===== src/rtl/boe_report.sv =====
// Group statistics reporter: captures sum, min and a descending sorted stream,
// divides sum by n iteratively and holds the report until downstream accepts it.
module boe_report (
  input  logic        clk,
  input  logic        rst,
  input  logic        start,
  input  logic [2:0]  data_num,
  input  logic [10:0] result_in,
  input  logic        out_ready,
  output logic        out_valid,
  output logic [10:0] sum_out,
  output logic [7:0]  min_out,
  output logic [7:0]  max_out,
  output logic [7:0]  median_out,
  output logic [7:0]  range_out,
  output logic [7:0]  avg_q,
  output logic [2:0]  avg_r,
  output logic        mismatch,
  output logic        busy,
  output logic        err
);

  typedef enum logic [2:0] {IDLE, GET_MIN, GET_SORT, DIV, HOLD} state_t;

  state_t      state, state_nxt;
  logic [2:0]  n_r, idx, med_idx;
  logic [7:0]  prev, last_r, word;
  logic [3:0]  rem, rem_sh, rem_nxt, cnt;
  logic [10:0] dvd;
  logic        start_ok, last_idx, div_done, hold_exit, rem_ge;

  assign word      = result_in[7:0];
  assign start_ok  = start && (state == IDLE) && (data_num != 3'd0) && (data_num != 3'd7);
  assign last_idx  = (idx == n_r - 3'd1);
  assign med_idx   = (n_r - 3'd1) >> 1;
  assign div_done  = (cnt == 4'd10);
  assign hold_exit = (state == HOLD) && out_valid && out_ready;
  assign busy      = (state != IDLE);

  // One restoring-divide step: shift in the next dividend bit, subtract if it fits.
  assign rem_sh  = {rem[2:0], dvd[10]};
  assign rem_ge  = (rem_sh >= {1'b0, n_r});
  assign rem_nxt = rem_ge ? (rem_sh - {1'b0, n_r}) : rem_sh;

  always_ff @(posedge clk or negedge rst) begin
    if (!rst) state <= IDLE;
    else      state <= state_nxt;
  end

  always_comb begin
    state_nxt = state;
    case (state)
      IDLE:     if (start_ok) state_nxt = GET_MIN;
      GET_MIN:  state_nxt = GET_SORT;
      GET_SORT: if (last_idx) state_nxt = DIV;
      DIV:      if (div_done) state_nxt = HOLD;
      HOLD:     if (hold_exit) state_nxt = IDLE;
      default:  state_nxt = IDLE;
    endcase
  end

  always_ff @(posedge clk or negedge rst) begin
    if (!rst) begin
      n_r        <= '0;
      idx        <= '0;
      prev       <= '0;
      last_r     <= '0;
      rem        <= '0;
      dvd        <= '0;
      cnt        <= '0;
      sum_out    <= '0;
      min_out    <= '0;
      max_out    <= '0;
      median_out <= '0;
      range_out  <= '0;
      avg_q      <= '0;
      avg_r      <= '0;
      mismatch   <= 1'b0;
      out_valid  <= 1'b0;
      err        <= 1'b0;
    end else begin
      err <= start && !start_ok;
      case (state)
        IDLE: if (start_ok) begin
          n_r      <= data_num;
          sum_out  <= result_in;
          idx      <= '0;
          mismatch <= 1'b0;
        end
        GET_MIN: min_out <= word;
        GET_SORT: begin
          if (idx == 3'd0) max_out <= word;
          if (idx == med_idx) median_out <= word;
          if (idx != 3'd0 && word > prev) mismatch <= 1'b1;
          prev <= word;
          if (last_idx) begin
            last_r <= word;
            rem    <= '0;
            dvd    <= sum_out;
            cnt    <= '0;
          end else begin
            idx <= idx + 3'd1;
          end
        end
        DIV: begin
          rem <= rem_nxt;
          dvd <= {dvd[9:0], rem_ge};
          cnt <= cnt + 4'd1;
        end
        HOLD: begin
          // First HOLD cycle finalises the report; out_valid rises on the next edge.
          if (!out_valid) begin
            out_valid <= 1'b1;
            avg_q     <= (|dvd[10:8]) ? 8'hFF : dvd[7:0];
            avg_r     <= rem[2:0];
            if (max_out >= min_out) range_out <= max_out - min_out;
            else                    range_out <= 8'd0;
            if (max_out < min_out || last_r != min_out) mismatch <= 1'b1;
          end else if (out_ready) begin
            out_valid <= 1'b0;
            mismatch  <= 1'b0;
          end
        end
        default: ;
      endcase
    end
  end

endmodule


===== config.mk =====
export PLATFORM = sky130hd
export DESIGN_NAME = boe_report
export DESIGN_NICKNAME = d
export VERILOG_FILES = /design/src/rtl/boe_report.sv
export SDC_FILE = /design/constraint.sdc
export NUM_CORES = 1
export LEC_CHECK = 0
export CORE_ASPECT_RATIO = 1.2
export CORE_MARGIN = 2
export CORE_UTILIZATION = 47
export DETAILED_ROUTE_END_ITERATION = 10
export MAX_ROUTING_LAYER = met4
export PLACE_DENSITY = 0.71
export SETUP_SLACK_MARGIN = 0.1
export SKIP_LAST_GASP = 1
export SYNTH_ARGS = -nofsm -noshare
export SYNTH_HDL_FRONTEND = slang
export SYNTH_SLANG_ARGS = --single-unit

===== constraint.sdc =====
create_clock -name clk -period 4.9 [get_ports clk]
set_input_delay 0.98 -clock clk [delete_from_list [all_inputs] [get_ports clk]]
set_output_delay 0.98 -clock clk [all_outputs]
set_load 0.005 [all_outputs]

Yosys cells after proc, flatten, opt, wreduce, memory -nomap -nowiden. Index checks and enable logic that the tools add are counted.

Add/sub/neg operators: 5. Multipliers: 0. Div/mod/pow operators: 0. Magnitude comparators: 4. Eq/ne operators: 17. Shift operators: 0. Mux-type cells: 24. Bitwise gates (word level): 1. Reduce and logical (&&, ||, !) cells: 27.

Operator list (count): 11-bit case mux with 2 select lines (1); 3-bit 2-to-1 mux (7); 8-bit 2-to-1 mux (2); 3-bit case mux with 5 select lines (1); 2-bit inequality test, second input constant (6); 3-bit case mux with 2 select lines (2); 2-bit AND reduction (6); 3-bit nonzero test (4); 11-bit 2-to-1 mux (1); 8-bit greater-or-equal comparator (1); 8-bit greater-than comparator (1); 8-bit less-than comparator (1); 8-bit inequality test (1); 4-bit case mux with 2 select lines (1); 8-bit subtractor (1); 1-bit logical AND (7); 1-bit 2-to-1 mux (7); 3-bit by 2-bit == test with 1-bit output, second input constant (2); 3-bit zero test (2); 3-bit inequality test, second input constant (2); 5-bit AND reduction (1); 4-bit by 1-bit adder with 4-bit output, second input constant (1); 4-bit == test, second input constant (1); 4-bit by 3-bit greater-or-equal comparator with 1-bit output (1); 17 further kinds (18).

Flip-flop bits (word level): 100. Latch bits: 0. Memory bits (writable): 0. Bits in read-only memories: 0. Output and inout port bits: 58. Memories kept: 0.

Depth between registers and ports, before layout. Gate-level depths: netlist of the first run.

Depth in word-level cells: 6. Mapped depth: 10.

Worst setup path after synthesis of the first run. No wires, ideal clock.

Kind: input port to flip-flop. Start point: in result_in[6]. End point: reg mismatch. Data arrival time: 2.237 ns. Slack: 2.538 ns. Cell stages on the path: 7. Cells stage by stage: ha_1 -> nand4_1 -> nor2_1 -> nor4_1 -> o22ai_1 -> nor3_1 -> mux2_2.

Word-level cells in the longest chain between the ends: 4.

Ends and longest elaborated chain: from (decl) (RTL line 8) `input logic [10:0] result_in,`; 8-bit greater-than comparator (RTL line 94) `if (idx != 3'd0 && word > prev) mismatch <= 1'b1;`; 1-bit logical AND (RTL line 94); 2-bit inequality test (no source line); 5-bit AND reduction (no source line); to (signal assigned) (RTL line 88) `mismatch <= 1'b0;`; to (signal assigned) (RTL line 94); to (signal assigned) (RTL line 118) `if (max_out < min_out || last_r != min_out) mismatch <= 1'b1;`; to (decl) (RTL line 18) `output logic mismatch,`.

Every way passes these cells. A chain may end at the register's enable or synchronous reset.

Final worst setup path of the first run.
Start point: in data_num[0]. End point: reg sum_out[1].

Word-level cells in the longest chain between the ends: 4. Elaborated cells between the ends (all ways): 5.

Ends and longest elaborated chain: from (decl) (RTL line 7) `input logic [2:0] data_num,`; 3-bit nonzero test (RTL line 33) `assign start_ok = start && (state == IDLE) && (data_num != 3'd0) && (data_num != 3'd7);`; 1-bit logical AND (RTL line 33); 1-bit logical AND (*) (RTL line 33); 2-bit AND reduction (no source line) (*); to (signal assigned) (RTL line 86) `sum_out <= result_in;`; to (decl) (RTL line 11) `output logic [10:0] sum_out,`.

Every way passes the cells marked *; elsewhere a longest branch is shown, timed or not.

==> results.md, run 1 <==
- Status: complete, no violations
- Crit share post-route: 60.4%
- Worst stage delay on the critical path: 510 ps
- Setup TNS: 0 ps
- Total of max-cap violations: 0
- DR vias/cell: 5.46
- Total Nets Final: 586
- Placed cells: 657
- Rows: 40
- Layout cells sized above 1: 8.99%
- Vias in the first global route: 3723
- CP Buf/Inv Count: 2
- Post-place setup slack: 1570 ps
- Syn Nets: 513
- Horiz. Die Dim: 96.3 µm
- Iter 0 DRT Violations: 190
- Worst Tran Pin Value: 961 ps
- Drt pass-1 iters: 4
- Startpoint types: input port
- Crit path max-delay family: simple AND/OR/NAND/NOR gates
- Antenna viol nets, final: 0
- Req. time, crit path: 5130 ps
- Clk_lat worst skew: 330 ps
- Diodes inserted: 0
- Critical path, cell by cell: clkdlybuf4s50_1 -> or3_1 -> and3_1 -> nand2b_1 -> inv_1 -> nand2_1 -> nand2_1
- Pwr Density: 672 nW/µm²
- First-pass GRT wire length: 18600 µm
- Largest net degree at the start of global routing: 68
- Total congestion overflow: 0
- Die Y: 115 µm
- Post-synth EDFFs: 0
- Setup violators final: 0
- Gpl congestion: 0.854
- Critical Setup Path Class: input port to flip-flop
- Via count: 3663
- Clock root buffer: clkbuf_16
- # H-tree levels: 3
- Peak VDD IR: 351 µV
- I/O pin total: 76
- Clock slew at reported path FFs: 70 ps
- HPWL Detailed: 7930 µm
- Area grow syn2layout: 24.2%
- Final Hold Vio Count: 0
- Most frequent CP cell: nand2_1
- Initial Util: 48.2%
- Core area: 9960 µm²
- Port bufs: 75
- Yosys warning total: 0
- Slowest cell on crit path: nand2b_1
- Setup slack after layout: 1940 ps
- Share of flip-flops with an asynchronous set or reset: 100%
- #FFs+latches synth: 100
- CTS tree: done
- Post-Syn Area per Cell: 10.2 µm²
- Clock Sinks: 100
- Clock Skew: 5.85 ps
- Share of the yosys chip area belonging to registers: 52.1%
- Crit end category: flip-flop
- Main flop type after synthesis: dfrtp_1
- Post-route DRC: 0
- Final Power: 4010 µW
- Postcts setup bufs: 0
- CTS Hold Buffers Added: 0
- Total CTS buffers: 9
- Max Clock Freq: 0.338 GHz
- Gr usage total: 22.7%
- Lkg Pwr: 0.00276 µW
- Synth Instances: 469
- Antenna violations before repair: 0
- Hold Path Class: flip-flop to flip-flop
- Worst Path Arrival: 3190 ps
- Max Buffers Root-to-Sink: 2
- Final Slew Violations: 0
- Final hold slack: 465 ps
- Post_cts resized: 0
- WL per Instance: 16.8 µm
- Fill cells: 835
- Crit Path Max Fanout: 17
- Slew margin rel.: 35.9%
- Layout Cells excl Fill: 671
- Total detailed-routing wirelength: 11300 µm
- Die footprint: 11000 µm²
- Post-route minimum period: 2960 ps
- Synth Cell Area: 4800 µm²
- Synth unique cells: 42
- Unrepaired setup endpoints after global routing: false
## synth_stat cells, drive strengths merged (6+ instances only)
library cell  instances  area, µm²
o21ai                42        210
inv                  38        143
ha                   24        300
nand2                96        368
nand3                 9       45.0
dfrtp               100       2500
mux2                 28        323
o22ai                13       81.3
xnor2                10       87.6
buf                   9       51.3
clkbuf                6       22.5
o31ai                 6       45.0
nor2                 10       37.5
a21oi                20        100
xor2                 12        105
## worst reg2reg max path: stages, from the launching register on
cell and delay (ps):
dfrtp_1 460, ha_1 210, inv_1 50, fa_1 390
nand3_1 140, a31oi_1 120, nor3_1 590, nor2_1 160
a22o_1 220
## routing by layer
metal,vias to the layer above,track usage (%),routed length (µm)
met5,-,-,0
li1,1735,-,-
met1,1821,29.7,4870
met3,6,3.47,485
met2,101,36.6,5810
met4,0,6.76,95
## sequential cells by signal, summed over array words and instances, names as in the netlist, 8 cells and up
signal      count
range_out       8
sum_out        11
min_out         8
avg_q           8
median_out      8
dvd            11
last_r          8
max_out         8
prev            8
## cell families (layout without fill, tap and decap cells)
group | Yosys count | in the layout | share of synthesized area [%]
xor gates and xnor gates | 23 | 23 | 4.51
AOI/OAI and AO/OA | 93 | 93 | 11.1
adders and majority gates | 26 | 26 | 7.09
DFF | 100 | 100 | 52.1
buffers and inverters | 53 | 129 | 4.51
and+or+nand+nor | 146 | 146 | 13.9
muxes | 28 | 28 | 6.72
## metrics by stage
stage / cell area, µm² / utilization, %
after floorplan: 4800 / -
after global placement: 5650 / 56.7
after detailed placement: 5650 / 56.7
after CTS: 5960 / 59.9
after global routing: 5960 / 59.9
final: 5960 / 59.9
## path summary, 6_finish.rpt
| kind | startpoint | end | slack [ps] | cells past startpoint |
|---|---|---|---|---|
| max | data_num[0] | sum_out[1] | 1940 | 7 |
| min | avg_q[5] | avg_q[5] | 470 | 2 |
| max reg2reg | min_out[0] | range_out[6] | 2460 | 8 |
| min reg2reg | avg_q[5] | avg_q[5] | 470 | 2 |
| max in group asynchronous | rst | sum_out[4] | 3150 | 2 |
| min in group asynchronous | rst | median_out[3] | 740 | 1 |
## layout by cell type, fill, tap and decap left out, types with 3 or more instances in the layout
cell and instances:
mux2_2 26, clkbuf_16 9, nor2_1 10, o31ai_1 6, dfrtp_1 100, nand2b_1 3
nand3_1 9, xnor2_1 10, o22ai_1 13, nand4_1 5, buf_4 3, o21ai_0 42
nor4_1 4, nand2_1 95, ha_1 24, a22o_1 4, a21oi_1 20, nor3_1 4
nor2b_1 3, clkdlybuf4s50_1 74, inv_1 38, xor2_1 12
## layout make-up
type	count	area, µm²	share of cell area [%]
clock buffers	10	239	4.01
clock inverters	4	75.1	1.26
inverters	38	143	2.39
multi-input cells	316	2080	34.9
flip-flops and latches	100	2500	42.0
well taps	126	158	2.64
repair buffers	77	763	12.8
## power breakdown
part | leakage [µW] | switching [µW] | internal [µW] | total (µW)
combinational | 0.00140 | 947 | 908 | 1850
clock | 0.000147 | 290 | 455 | 745
sequential | 0.00122 | 274 | 1130 | 1410
total | 0.00276 | 1510 | 2500 | 4010
Note: power is estimated with default switching activity, not from simulation.
==> run 2, diff against run 1 <==
==> constraint.sdc (replaced) <==
create_clock -name clk -period 2.9 [get_ports clk]
set_input_delay 0.58 -clock clk [delete_from_list [all_inputs] [get_ports clk]]
set_output_delay 0.58 -clock clk [all_outputs]
set_load 0.005 [all_outputs]
==> results.md, run 2 (synthesis results as in run 1) <==
- Gpl congestion: 0.862 (+0.95%)
- Post-route minimum period: 2540 ps
- Post_cts resized: 0 (unchanged)
- # H-tree levels: 3 (unchanged)
- Die Y: 115 µm (unchanged)
- Worst Tran Pin Value: 834 ps (-126 ps)
- Worst Path Arrival: 2760 ps (-430 ps)
- Area grow syn2layout: 25.7%
- Crit path max-delay family: simple AND/OR/NAND/NOR gates
- Setup TNS: 0 ps (unchanged)
- Final Slew Violations: 0 (unchanged)
- Slew margin rel.: 44.2% (+8.3 points)
- Hold Path Class: input port to asynchronous set/reset pin
- Crit share post-route: 87.5%
- Iter 0 DRT Violations: 174 (-8.4%)
- I/O pin total: 76 (unchanged)
- Critical path, cell by cell: ha_1 -> inv_1 -> fa_1 -> nand3_1 -> a21oi_1 -> nor4_1 -> nor3_1 -> nor3_1 -> mux2_2
- Rows: 40 (unchanged)
- Setup slack after layout: 363 ps (-1580 ps)
- Antenna violations before repair: 0 (unchanged)
- Peak VDD IR: 525 µV (+49%)
- Final Hold Vio Count: 0 (unchanged)
- Sequential share of power: 35.3% (+0.2 points)
- Utilization after layout: 60.6% (+0.72 points)
- Max Buffers Root-to-Sink: 2 (unchanged)
- Diodes inserted: 0 (unchanged)
- Most frequent CP cell: nor3_1
- Worst stage delay on the critical path: 480 ps (-30 ps)
- Lkg Pwr: 0.00282 µW (+2.0%)
- Total CTS buffers: 9 (unchanged)
- Net Switching: 2630 µW (+74%)
- Total detailed-routing wirelength: 11300 µm (about the same)
- CTS Hold Buffers Added: 0 (unchanged)
- CTS tree: done
- Initial Util: 48.2% (unchanged)
- Vias in the first global route: 3631 (-2.5%)
- HPWL Detailed: 8160 µm (+2.9%)
- Post-place setup slack: 251 ps (-1320 ps)
- Post-route DRC: 0 (unchanged)
- Commonest cells after routing, fill and taps aside: dfrtp_1, nand2_1, clkdlybuf4s50_1
- Net Sw Frac: 39.0% (+1.3 points)
- Clock root buffer: clkbuf_16
- Gr usage total: 22.2% (-0.49 points)
- Clock Sinks: 100 (unchanged)
- Via count: 3675 (+0.33%)
- Total Nets Final: 597 (+1.9%)
- Horiz. Die Dim: 96.3 µm (unchanged)
- Req. time, crit path: 3130 ps (-2000 ps)
- Startpoint types: flip-flop
- Clk_lat worst skew: 350 ps (+20 ps)
- Largest net degree at the start of global routing: 54 (-21%)
- Port bufs: 75 (unchanged)
- Clk network pwr share: 17.5% (-1.1 points)
- First-pass GRT wire length: 18300 µm (-1.3%)
- Crit Path Max Fanout: 4 (-13)
- Unrepaired setup endpoints after global routing: false
- Die footprint: 11000 µm² (unchanged)
- Max Clock Freq: 0.394 GHz
- Crit end category: flip-flop
- Layout cells sized above 1: 11.1% (+2.1 points)
- CP Buf/Inv Count: 1 (-1)
- Fill cells: 825 (-1.2%)
- Total congestion overflow: 0 (unchanged)
- Core area: 9960 µm² (unchanged)
- Internal power: 4100 µW (+64%)
- Status: complete, no violations
- Logic pwr share: 47.2% (+0.9 points)
- Critical Setup Path Class: flip-flop to flip-flop
- Top Registers: dvd x11, sum_out x11
- Pwr Density: 1120 nW/µm² (+66%)
- Most common cell after layout, fill and taps aside: dfrtp_1
- Total of max-cap violations: 0 (unchanged)
- DR vias/cell: 5.37 (-1.6%)
- Antenna viol nets, final: 0 (unchanged)
- Postcts setup bufs: 0 (unchanged)
- Clock Skew: 12.7 ps (+6.82 ps)
- Drt pass-1 iters: 4 (unchanged)
- Slowest cell on crit path: dfrtp_1
- Setup violators final: 0 (unchanged)
- WL per Instance: 16.5 µm (-1.9%)
- Clock slew at reported path FFs: 80 ps (about the same)
## run 2: per-layer routing
layer  vias to the layer above  GRT usage, %  part of all wire [%]
li1                       1759             -                     -
met1                      1820          29.4                    45
met2                        86          35.9                    51
met3                        10          1.90                   3.3
met4                         0          7.81                   1.2
met5                         -             -                     0
## run 2: worst reg2reg max path: stages (launching register included)
cell,delay (ps)
dfrtp_1,480
ha_1,210
inv_1,60
fa_1,410
nand3_1,130
a21oi_1,70
nor4_1,370
nor3_1,130
nor3_1,200
mux2_2,360
## run 2: through the flow
step           cells  total power (µW)  hold slack, ps  cell area (µm²)
2_1_floorplan    469              4430             284             4800
3_3_place_gp     668              5390             451             5740
3_5_place_dp     668              5530             455             5740
4_1_cts          684              6750             299             6030
5_1_grt          684              7200             331             6030
6_report         684              6730             266             6030
## run 2: power groups by stage
stage / registers [µW] / clock network (µW) / logic [µW]
floorplan: 2280 / 0 / 2150
global placement: 2370 / 0 / 3020
detailed placement: 2390 / 0 / 3130
CTS: 2370 / 1190 / 3180
global route: 2440 / 1240 / 3530
finish: 2380 / 1170 / 3180
## run 2: layout make-up
cell class	count	area (µm²)	area share, %
Clock buffer	9	225	3.73
Clock inverter	7	65.1	1.08
Inverter	38	143	2.36
Multi-Input combinational cell	316	2080	34.5
Sequential cell	100	2500	41.5
Tap cell	126	158	2.61
Timing Repair Buffer	88	858	14.2
## run 2: worst paths after layout
check / from / to / slack [ps] / cells after the start
setup / recovery: min_out[0] / mismatch / 360 / 9
hold reg to reg: avg_q[4] / avg_q[4] / 470 / 2
setup reg to reg: min_out[0] / mismatch / 360 / 9
hold / removal: rst / median_out[4] / 270 / 1
min in group clk: avg_q[4] / avg_q[4] / 470 / 2
max in group asynchronous: rst / dvd[6] / 1890 / 2
